### config.mk
export PLATFORM = sky130hd
export DESIGN_NAME = feed_arbiter
export DESIGN_NICKNAME = d
export VERILOG_FILES = /design/src/rtl/feed_arbiter.sv
export SDC_FILE = /design/constraint.sdc
export NUM_CORES = 1
export LEC_CHECK = 0
export CAP_MARGIN = 15
export CORE_AREA = 2 2 143 145
export DETAILED_ROUTE_END_ITERATION = 12
export DIE_AREA = 0 0 145 147
export DONT_BUFFER_PORTS = 1
export PLACE_DENSITY_LB_ADDON = 0.2
export SETUP_SLACK_MARGIN = 0.1
export SLEW_MARGIN = 20
export SYNTH_ARGS = -nofsm -noshare
export SYNTH_HDL_FRONTEND = slang
export SYNTH_SLANG_ARGS = --single-unit
export TNS_END_PERCENT = 1
### constraint.sdc
create_clock -name clk -period 6.3 [get_ports clk]
set_input_delay 1.26 -clock clk [delete_from_list [all_inputs] [get_ports clk]]
set_output_delay 1.26 -clock clk [all_outputs]
set_load 0.05 [all_outputs]
### src/rtl/feed_arbiter.sv
// feed_arbiter: packet-atomic round-robin N-to-1 Avalon-ST merge with orphan-beat filtering
// and a registered output stage. Define FEED_ARB_CHAN_ID_EN to add out_channel and grant_overflow.
module feed_arbiter #(
  parameter int C_NUM_CH = 4,
  parameter int C_PKT_DATA_WIDTH = 64,
  localparam int C_PKT_EMPTY_WIDTH = $clog2(C_PKT_DATA_WIDTH / 8),
  localparam int C_CH_ID_WIDTH = $clog2(C_NUM_CH)
) (
  input  logic                                    clk,
  input  logic                                    reset,
  input  logic [C_NUM_CH-1:0]                     in_valid,
  output logic [C_NUM_CH-1:0]                     in_ready,
  input  logic [C_NUM_CH-1:0]                     in_startofpacket,
  input  logic [C_NUM_CH-1:0]                     in_endofpacket,
  input  logic [C_NUM_CH*C_PKT_DATA_WIDTH-1:0]    in_data,
  input  logic [C_NUM_CH*C_PKT_EMPTY_WIDTH-1:0]   in_empty,
  input  logic [C_NUM_CH-1:0]                     in_error,
  output logic                                    out_valid,
  input  logic                                    out_ready,
  output logic                                    out_startofpacket,
  output logic                                    out_endofpacket,
  output logic                                    out_error,
  output logic [C_PKT_DATA_WIDTH-1:0]             out_data,
  output logic [C_PKT_EMPTY_WIDTH-1:0]            out_empty,
  output logic [C_NUM_CH-1:0]                     orphan_drop
`ifdef FEED_ARB_CHAN_ID_EN
  ,
  output logic [C_CH_ID_WIDTH-1:0]                out_channel,
  output logic                                    grant_overflow
`endif
);

  typedef enum logic {IDLE, XFER} state_t;

  state_t                       state, state_nxt;
  logic [C_CH_ID_WIDTH-1:0]     grant, grant_nxt;
  logic [C_CH_ID_WIDTH-1:0]     last_grant, last_grant_nxt;
  logic [C_CH_ID_WIDTH-1:0]     winner, cand;
  logic                         any_req;
  logic [C_NUM_CH-1:0]          req, orphan;
  logic                         load;
  logic [C_PKT_DATA_WIDTH-1:0]  ch_data  [C_NUM_CH];
  logic [C_PKT_EMPTY_WIDTH-1:0] ch_empty [C_NUM_CH];

  always_comb begin
    for (int i = 0; i < C_NUM_CH; i++) begin
      ch_data[i]  = in_data[i*C_PKT_DATA_WIDTH +: C_PKT_DATA_WIDTH];
      ch_empty[i] = in_empty[i*C_PKT_EMPTY_WIDTH +: C_PKT_EMPTY_WIDTH];
    end
  end

  assign req    = in_valid & in_startofpacket;
  assign orphan = in_valid & ~in_startofpacket;

  // Search begins one past the channel that last completed a packet.
  always_comb begin
    winner  = '0;
    cand    = '0;
    any_req = 1'b0;
    for (int k = 1; k <= C_NUM_CH; k++) begin
      cand = C_CH_ID_WIDTH'((int'(last_grant) + k) % C_NUM_CH);
      if (!any_req && req[cand]) begin
        winner  = cand;
        any_req = 1'b1;
      end
    end
  end

  // Ready is held low throughout reset so nothing is consumed while the block restarts.
  always_comb begin
    in_ready    = '0;
    orphan_drop = '0;
    if (!reset) begin
      if (state == IDLE) begin
        in_ready    = orphan;
        orphan_drop = orphan;
      end else begin
        in_ready[grant] = out_ready | ~out_valid;
      end
    end
  end

  assign load = (state == XFER) && in_valid[grant] && in_ready[grant];

  always_comb begin
    state_nxt      = state;
    grant_nxt      = grant;
    last_grant_nxt = last_grant;
    case (state)
      IDLE: begin
        if (any_req) begin
          grant_nxt = winner;
          state_nxt = XFER;
        end
      end
      XFER: begin
        if (load && in_endofpacket[grant]) begin
          last_grant_nxt = grant;
          state_nxt      = IDLE;
        end
      end
      default: state_nxt = IDLE;
    endcase
  end

  always_ff @(posedge clk or posedge reset) begin
    if (reset) begin
      state      <= IDLE;
      grant      <= '0;
      last_grant <= C_CH_ID_WIDTH'(C_NUM_CH - 1);
    end else begin
      state      <= state_nxt;
      grant      <= grant_nxt;
      last_grant <= last_grant_nxt;
    end
  end

  always_ff @(posedge clk or posedge reset) begin
    if (reset) begin
      out_valid         <= 1'b0;
      out_startofpacket <= 1'b0;
      out_endofpacket   <= 1'b0;
      out_error         <= 1'b0;
      out_data          <= '0;
      out_empty         <= '0;
    end else if (load) begin
      out_valid         <= 1'b1;
      out_startofpacket <= in_startofpacket[grant];
      out_endofpacket   <= in_endofpacket[grant];
      out_error         <= in_error[grant];
      out_data          <= ch_data[grant];
      out_empty         <= ch_empty[grant];
    end else if (out_ready) begin
      out_valid <= 1'b0;
    end
  end

`ifdef FEED_ARB_CHAN_ID_EN
  always_ff @(posedge clk or posedge reset) begin
    if (reset) begin
      out_channel    <= '0;
      grant_overflow <= 1'b0;
    end else begin
      if (load)
        out_channel <= grant;
      if (|(in_valid & in_ready & in_error))
        grant_overflow <= 1'b1;
    end
  end
`endif

endmodule
; ---- Word-level counts from Yosys, hierarchy flattened
; Index checks and enable logic that the tools add are counted.
[word_totals]
register_bits = 76
input_bits = 287
[classes]
addsub = 4
n_lt_le_gt_ge = 7
muxes = 43
bitwise = 8
reduce_logical = 13
[op_table]
columns = cell, count
row1 = 64-bit binary-select mux with 2-bit select, 1
row2 = 64-bit 2-to-1 mux, 2
row3 = 1-bit binary-select mux with 2-bit select, 9
row4 = 1-bit 2-to-1 mux, 18
row5 = 4-bit 2-to-1 mux, 4
row6 = "2-bit by 3-bit less-than comparator with 1-bit output, second input constant", 5
row7 = 4-bit AND, 3
row8 = 2-bit 2-to-1 mux, 4
row9 = 1-bit logical AND, 7
row10 = 3-bit binary-select mux with 2-bit select, 1
row11 = 3-bit 2-to-1 mux, 2
row12 = "2-bit by 1-bit adder with 2-bit output, second input constant", 2
row13 = "2-bit adder, second input constant", 2
row14 = 4-bit NOT, 1
row15 = 2-bit AND reduction, 2
row16 = "3-bit greater-or-equal comparator, second input constant", 1
row17 = 1-bit zero test, 3
row18 = 2-bit NOT with 3-bit output, 1
row19 = 1-bit demux with 2-bit select, 1
row20 = "2-bit by 1-bit greater-or-equal comparator with 1-bit output, second input constant", 1
row21 = 1-bit NOT, 2
row22 = 1-bit one-hot mux with 2 select lines, 1
row23 = 2-bit nonzero test, 1
row24 = 1-bit OR, 1

; ---- Depth between registers and ports, before layout
[logic_depth]
word_depth = 15
ltp_mapped = 5
depth_no_buf = 5

; ---- Least setup slack after synthesis
; Ideal clock, no wire load.
[synth_timing]
path_kind = input-to-reg
start = in reset
end = reg last_grant[0]
setup_ns = 0.082
arrival_time_ns = 4.130
slack_ns = 2.087
path_stages = 5
path_buffers = 1
cell_sequence = clkbuf_1 -> inv_1 -> nand3_4 -> nor2b_2 -> mux2_2
[synth_between]
elab_chain_len = 6
[synth_rtl]
columns = element, line
row1 = from (decl), 10  ; input logic reset,
row2 = 4-bit 2-to-1 mux, 73  ; if (!reset) begin
row3 = 1-bit binary-select mux with 2-bit select, 83  ; assign load = (state == XFER) && in_valid[grant] && in_ready[grant];
row4 = 1-bit 2-to-1 mux (not written as such), 83
row5 = 1-bit logical AND, 83
row6 = 1-bit logical AND, 97  ; if (load && in_endofpacket[grant]) begin
row7 = 2-bit AND reduction (no source line), --
row8 = to (signal assigned), 110  ; last_grant <= C_CH_ID_WIDTH'(C_NUM_CH - 1);
row9 = to (signal assigned), 114  ; last_grant <= last_grant_nxt;
row10 = to (decl), 37  ; logic [C_CH_ID_WIDTH-1:0] last_grant, last_grant_nxt;
; Every way passes these cells. The select of a mux whose other input is x is not followed.
; A chain may end at the register's enable or synchronous reset.

; ---- Final worst setup path
[layout_timing]
start = in out_ready
end = out in_ready[1]
[layout_between]
elab_chain_len = 4
[layout_rtl]
columns = element, line
row1 = from (decl), 19  ; input logic out_ready,
row2 = 1-bit OR, 78  ; in_ready[grant] = out_ready | ~out_valid;
row3 = 4-bit AND (no source line), --
row4 = 4-bit 2-to-1 mux, 74  ; if (state == IDLE) begin
row5 = 4-bit 2-to-1 mux, 73
row6 = to (decl), 12  ; output logic [C_NUM_CH-1:0] in_ready,
; Every way passes these cells.

==> impl_metrics.env <==
export IMPL_skew_ps=7.07
export IMPL_rsz0062_at_grt="false"
export IMPL_path_delay_family="simple AND/OR/NAND/NOR gates"
export IMPL_p_clk_share_pct=16.7
export IMPL_fmax_mhz=261
export IMPL_clkSlewWorstSetupHoldPaths_ps=60
export IMPL_dieArea_um2=21300
export IMPL_synth_seq_cells=76
export IMPL_ant_nets=0
export IMPL_status="finished clean"
export IMPL_mostFrequentLayoutCells="dfrtp_1 (72), mux4_2 (71), mux2_2 (67)"
export IMPL_grt_pass1_vias=3225
export IMPL_dr_pass1_iters=4
export IMPL_clock_latency_ps=340
export IMPL_cap_violations=0
export IMPL_finalSetupViolations=0
export IMPL_seq_area_frac_synth_pct=39.5
export IMPL_hold_violations=0
export IMPL_critPathBufInv=0
export IMPL_boundaryPins=366
export IMPL_slew_headroom_pct=28.9
export IMPL_hpwlAfterDp_mm=10.0
export IMPL_critPathKind="in -> out"
export IMPL_drv_slew=0
export IMPL_cts_max_level=3
export IMPL_critPathRequiredTime_ps=5040
export IMPL_seqCellArea_um2=1910
export IMPL_r2r_cells=5
export IMPL_synth_cells=301
export IMPL_min_delay_start="last_grant[0]$_DFFE_PP1P_"
export IMPL_post_cts_setup_buffers=0
export IMPL_fin_nets=577
export IMPL_antenna_found_initial=5
export IMPL_areaGrowthSynthToFinish_pct=11.1
export IMPL_cts_root_buf="clkbuf_16"
export IMPL_dieHeight_um=147
export IMPL_fin_crit_ps=3830
export IMPL_path_max_fanout=3
export IMPL_cts_buffer_depth=2
export IMPL_async_flop_share_pct=100
export IMPL_synth_ff_type="dfrtp_1"
export IMPL_wirelength_mm=13.1
export IMPL_rows=52
export IMPL_powerDensity_nw_per_um2=662
export IMPL_tns_ps=0
export IMPL_nFillCells=2034
export IMPL_p_leak_nw=1.99
export IMPL_crit_slowest_cell="nor2_1"
export IMPL_final_core_util_pct=27.0
export IMPL_cts_tree="yes"
export IMPL_crit_path_start_kind="primary input"
export IMPL_port_buffers=0
export IMPL_track_usage_pct=12.1
export IMPL_holdBufCountCts=0
export IMPL_synth_nets=588
export IMPL_grt_pass1_wl_mm=19.7
export IMPL_wire_per_inst_um=23.2
export IMPL_cp_end_kind="primary output"
export IMPL_p_sw_w=0.00172
export IMPL_numCtsBuffers=9
export IMPL_seqPwrFrac_pct=54.1
export IMPL_r2r_end="last_grant[1]$_DFFE_PP1P_"
export IMPL_multiInputGateArea_um2=2710
export IMPL_clock_sinks=76
export IMPL_hold_path_class="reg -> reg"
export IMPL_netlist_area_um2=4820
export IMPL_power_internal_w=0.00182
export IMPL_combPwrFrac_pct=29.3
export IMPL_synth_cell_types=31
export IMPL_arrival_ps=2570
export IMPL_tightest_slew_ps=1070
export IMPL_synth_edff_count=0
export IMPL_place_congestion=0.759
export IMPL_drtIter0Drc=74
export IMPL_max_stage_delay_ps=670
export IMPL_ir_worst_vdd_mv=0.220
export IMPL_reg2reg_from="grant[0]$_DFFE_PP0P_"
export IMPL_yosys_warnings=0
export IMPL_worstHoldEndpoint="last_grant[0]$_DFFE_PP1P_"
export IMPL_die_x_um=145
export IMPL_fin_crit_sh_pct=60.7
export IMPL_grt_max_degree=78
export IMPL_ff2ff_setup_slack_ps=2580
export IMPL_core_um2=19800
export IMPL_avgSynthCellArea_um2=16.0
export IMPL_drc=0
export IMPL_final_layout_size_suffix_gt1_share_pct=56.5
export IMPL_final_common_cell="dfrtp_1"
export IMPL_viasPerCell=5.22
export IMPL_start_util_pct=24.3
export IMPL_ctsResizeCount=0
export IMPL_vias=2959
export IMPL_overflow=0
export IMPL_hold_path_cell_count=1
export IMPL_p_sw_share_pct=48.6
export IMPL_path_cells="nand2b_1 > and2_1 > nand2_1 > o22a_1 > nor2_1"
==> per-stage QoR <==
stage | hold slack [ps] | worst slack (ps) | std cells | total power, W | cell area, um2
final | 661 | 2470 | 567 | 0.00354 | 5360
after floorplan | 555 | 2090 | 301 | 0.00282 | 4820
after global placement | 642 | 2470 | 549 | 0.00297 | 5010
after detailed placement | 654 | 2460 | 549 | 0.00299 | 5010
after global routing | 681 | 2180 | 565 | 0.00373 | 5350
after CTS | 662 | 2440 | 564 | 0.00360 | 5350
==> registers in the layout, indices dropped and copies added (netlist names) <==
| name | flops |
|---|---|
| out_empty | 3 |
| out_data | 64 |
| grant | 2 |
| out_startofpacket | 1 |
| last_grant | 2 |
| out_valid | 1 |
| out_error | 1 |
| state | 1 |
| out_endofpacket | 1 |
==> kinds of logic (layout without fill, tap and decap cells) <==
kind of cell | count (synthesis) | count (layout) | synth area share, %
compound gates | 18 | 18 | 2.41
buf+inv | 29 | 22 | 4.36
flops | 76 | 76 | 39.5
mux | 143 | 143 | 50.0
other cells | 0 | 3 | 0
simple gates | 35 | 35 | 3.74
==> layer usage <==
| metal | GRT usage [%] | share of wire (%) |
|---|---|---|
| met1 | 12.0 | 32 |
| met2 | 22.1 | 54 |
| met3 | 5.47 | 11 |
| met4 | 4.55 | 2.0 |
| met5 | 0 | 0.18 |
==> Yosys cell counts, types with 2 or more instances <==
master,instances,share of area (%)
mux2_1,4,0.93
dfstp_2,2,1.1
nand2_1,9,0.70
mux2_2,67,16
o21ai_0,6,0.62
buf_1,2,0.16
buf_6,13,3.0
dfrtp_1,74,38
nor3_1,5,0.52
nor2_1,10,0.78
nand2b_1,5,0.65
mux4_2,71,33
clkbuf_1,9,0.70
inv_1,2,0.16
a21oi_1,4,0.42
buf_2,3,0.31
==> power groups by stage <==
stage | clock network [W] | registers, W | logic, W
global route | 0.000648 | 0.00197 | 0.00112
global placement | 0 | 0.00193 | 0.00104
detailed placement | 0 | 0.00193 | 0.00106
CTS | 0.000622 | 0.00192 | 0.00106
floorplan | 0 | 0.00170 | 0.00112
finish | 0.000591 | 0.00192 | 0.00104
==> worst max path at each step <==
stage                              start                        end  slack (ps)  depth (start not counted)
detailed placement  grant[0]$_DFFE_PP0P_  last_grant[1]$_DFFE_PP1P_        2460                          5
CTS                 grant[0]$_DFFE_PP0P_  last_grant[1]$_DFFE_PP1P_        2440                          5
floorplan                          reset  last_grant[0]$_DFFE_PP1P_        2090                          5
finish                         out_ready                in_ready[1]        2470                          5
global route        grant[0]$_DFFE_PP0P_  last_grant[1]$_DFFE_PP1P_        2180                          5
global placement               out_ready                in_ready[1]        2470                          5
==> cell type report <==
type	instances	share of cell area [%]
multi-input cells	196	50.6
flip-flops and latches	76	35.7
well taps	270	6.31
clock buffers	10	4.46
clock inverters	5	1.87
repair buffers	5	0.771
inverters	2	0.164
diodes	3	0.140
Power figures use the tool's default switching activity.
==> patch: new RTL, same settings <==
Add a define of `FEED_ARB_CHAN_ID_EN`.
--- a/src/rtl/feed_arbiter.sv
+++ b/src/rtl/feed_arbiter.sv
@@ -2,2 +2,4 @@
 // and a registered output stage. Define FEED_ARB_CHAN_ID_EN to add out_channel and grant_overflow.
+`define FEED_ARB_CHAN_ID_EN
+
 module feed_arbiter #(
Function (old outputs only; new: grant_overflow and out_channel): kept (equiv_simple and equiv_induct, registers matched by name and starting in step).
==> patch against the unedited design <==
Clock power is 9.6% lower. Sequential cell count rose by 3. Register-to-register slack better by 630 ps. Die area did not move. Routed wire length increased by 11%. Critical path depth decreased by 3. Design area up 2.4%. Synthesized cell count increased by 3.0%. Synthesized area up 2.4%. Setup slack improved by 5.2 ps. Power increased by 1.0%. Worst hold slack worse by 46 ps. Critical path type is now register to output pin. Largest cell class unchanged.
==> patch: results (changes against the unedited design) <==
{| class="wikitable"
! Metric !! Value
|-
| Top cells by area, synth || sky130_fd_sc_hd__dfrtp_1 39%, sky130_fd_sc_hd__mux4_2 32%, sky130_fd_sc_hd__mux2_2 13%, sky130_fd_sc_hd__mux2_1 3.0%, sky130_fd_sc_hd__buf_6 1.8%
|-
| Fraction of post-synthesis cell area in the top cell type by area || 39.0% (+0.61 points)
|-
| Destination of the worst register-to-register timing path || out_data[32]
|-
| Cells on worst reg2reg path || 4 (-1)
|-
| Power spent charging and discharging nets || 1.80 mW (+4.6%)
|-
| Data arrival time at the worst-slack endpoint || 2560 ps (about the same)
|-
| Run status || finished, final reports clean
|-
| Worst slew slack as a fraction of its limit || 31.2% (+2.3 points)
|-
| R2r setup slk || 3210 ps (+630 ps)
|-
| Launch instance of the worst min-delay path || last_grant[1]
|-
| Initial DRC count || 106 (+43%)
|-
| Beginning of the worst register-to-register path || grant[1]
|-
| Post-Syn Nets || 597 (+1.5%)
|-
| GP Congestion || 0.767 (+1.1%)
|-
| Fraction of layout instances using a drive strength above 1 || 52.9% (-3.5 points)
|-
| Maximum number of pins on one net before global-route repair || 80 (+2.6%)
|-
| Worst-case clock skew || 10.2 ps (+3.09 ps)
|-
| Worst path slowest cell || sky130_fd_sc_hd__dfrtp_4
|-
| GRT Resource Usage Total || 13.3% (+1.2 points)
|-
| Maximum ir drop on the vdd rail || 0.199 mV (-9.5%)
|-
| Via count of the first global-routing pass || 3294 (+2.1%)
|-
| Cell leakage power || 1.99 nW (-0.44%)
|-
| Filler cell count || 2032 (-0.098%)
|-
| Fin nets || 588 (+1.9%)
|-
| Fraction of power consumed by sequential logic || 55.3% (+1.2 points)
|}
[patch: changes by cell type in the layout (fill, tap and decap cells not counted), sizes merged, moves of 3 or more]
cell | unedited run | this run
nor2 | 10 | 5
nand3 | 2 | 6
o21ai | 6 | 2
a31oi | 1 | 4
nor4b | 0 | 4
dfrtp | 74 | 77
nor3b | 0 | 3
nor3 | 5 | 0
[patch: worst max path at each step]
stage,start,to,slack [ps],cells past startpoint
floorplan,reset,in_ready[2],1270,3
global placement,out_ready,in_ready[2],2520,3
detailed placement,out_ready,in_ready[2],2490,3
CTS,grant[0],in_ready[2],2330,2
global route,grant[0],in_ready[2],2210,2
finish,grant[0],in_ready[2],2480,2
[patch: routing by layer]
metal  track usage (%)  up-vias  share of wire, %
met5                 0        -                 0
met4              4.50        0               1.5
met3              5.34       14               9.1
met2              22.1      183                52
met1              15.6     1659                37
li1                  -     1245                 -
[patch: cells by family after synthesis]
logic type             count (synthesis)  share of synthesized area (%)
buffers and inverters                 29                           3.80
multiplexers                         142                           48.4
AND/OR/NAND/NOR                       36                           4.23
flip-flops                            79                           40.1
AO/OA/AOI/OAI                         24                           3.52
[patch: per-stage QoR]
stage	total power [mW]	cells	hold slack [ps]	instance area [um2]	worst slack [ps]
finish	3.58	578	614	5490	2480
global route	3.76	578	623	5490	2210
CTS	3.65	576	609	5480	2330
detailed placement	3.10	560	601	5180	2490
global placement	3.06	560	596	5180	2520
floorplan	2.88	310	576	4940	1270
[patch: final cells by class]
cell class              instances  area share (%)
flip-flops and latches         79            36.2
clock buffers                  11            4.43
multi-input cells             202            51.0
inverters                       2           0.160
clock inverters                 5            1.03
well taps                     270            6.16
repair buffers                  7           0.958
diodes                          2          0.0912
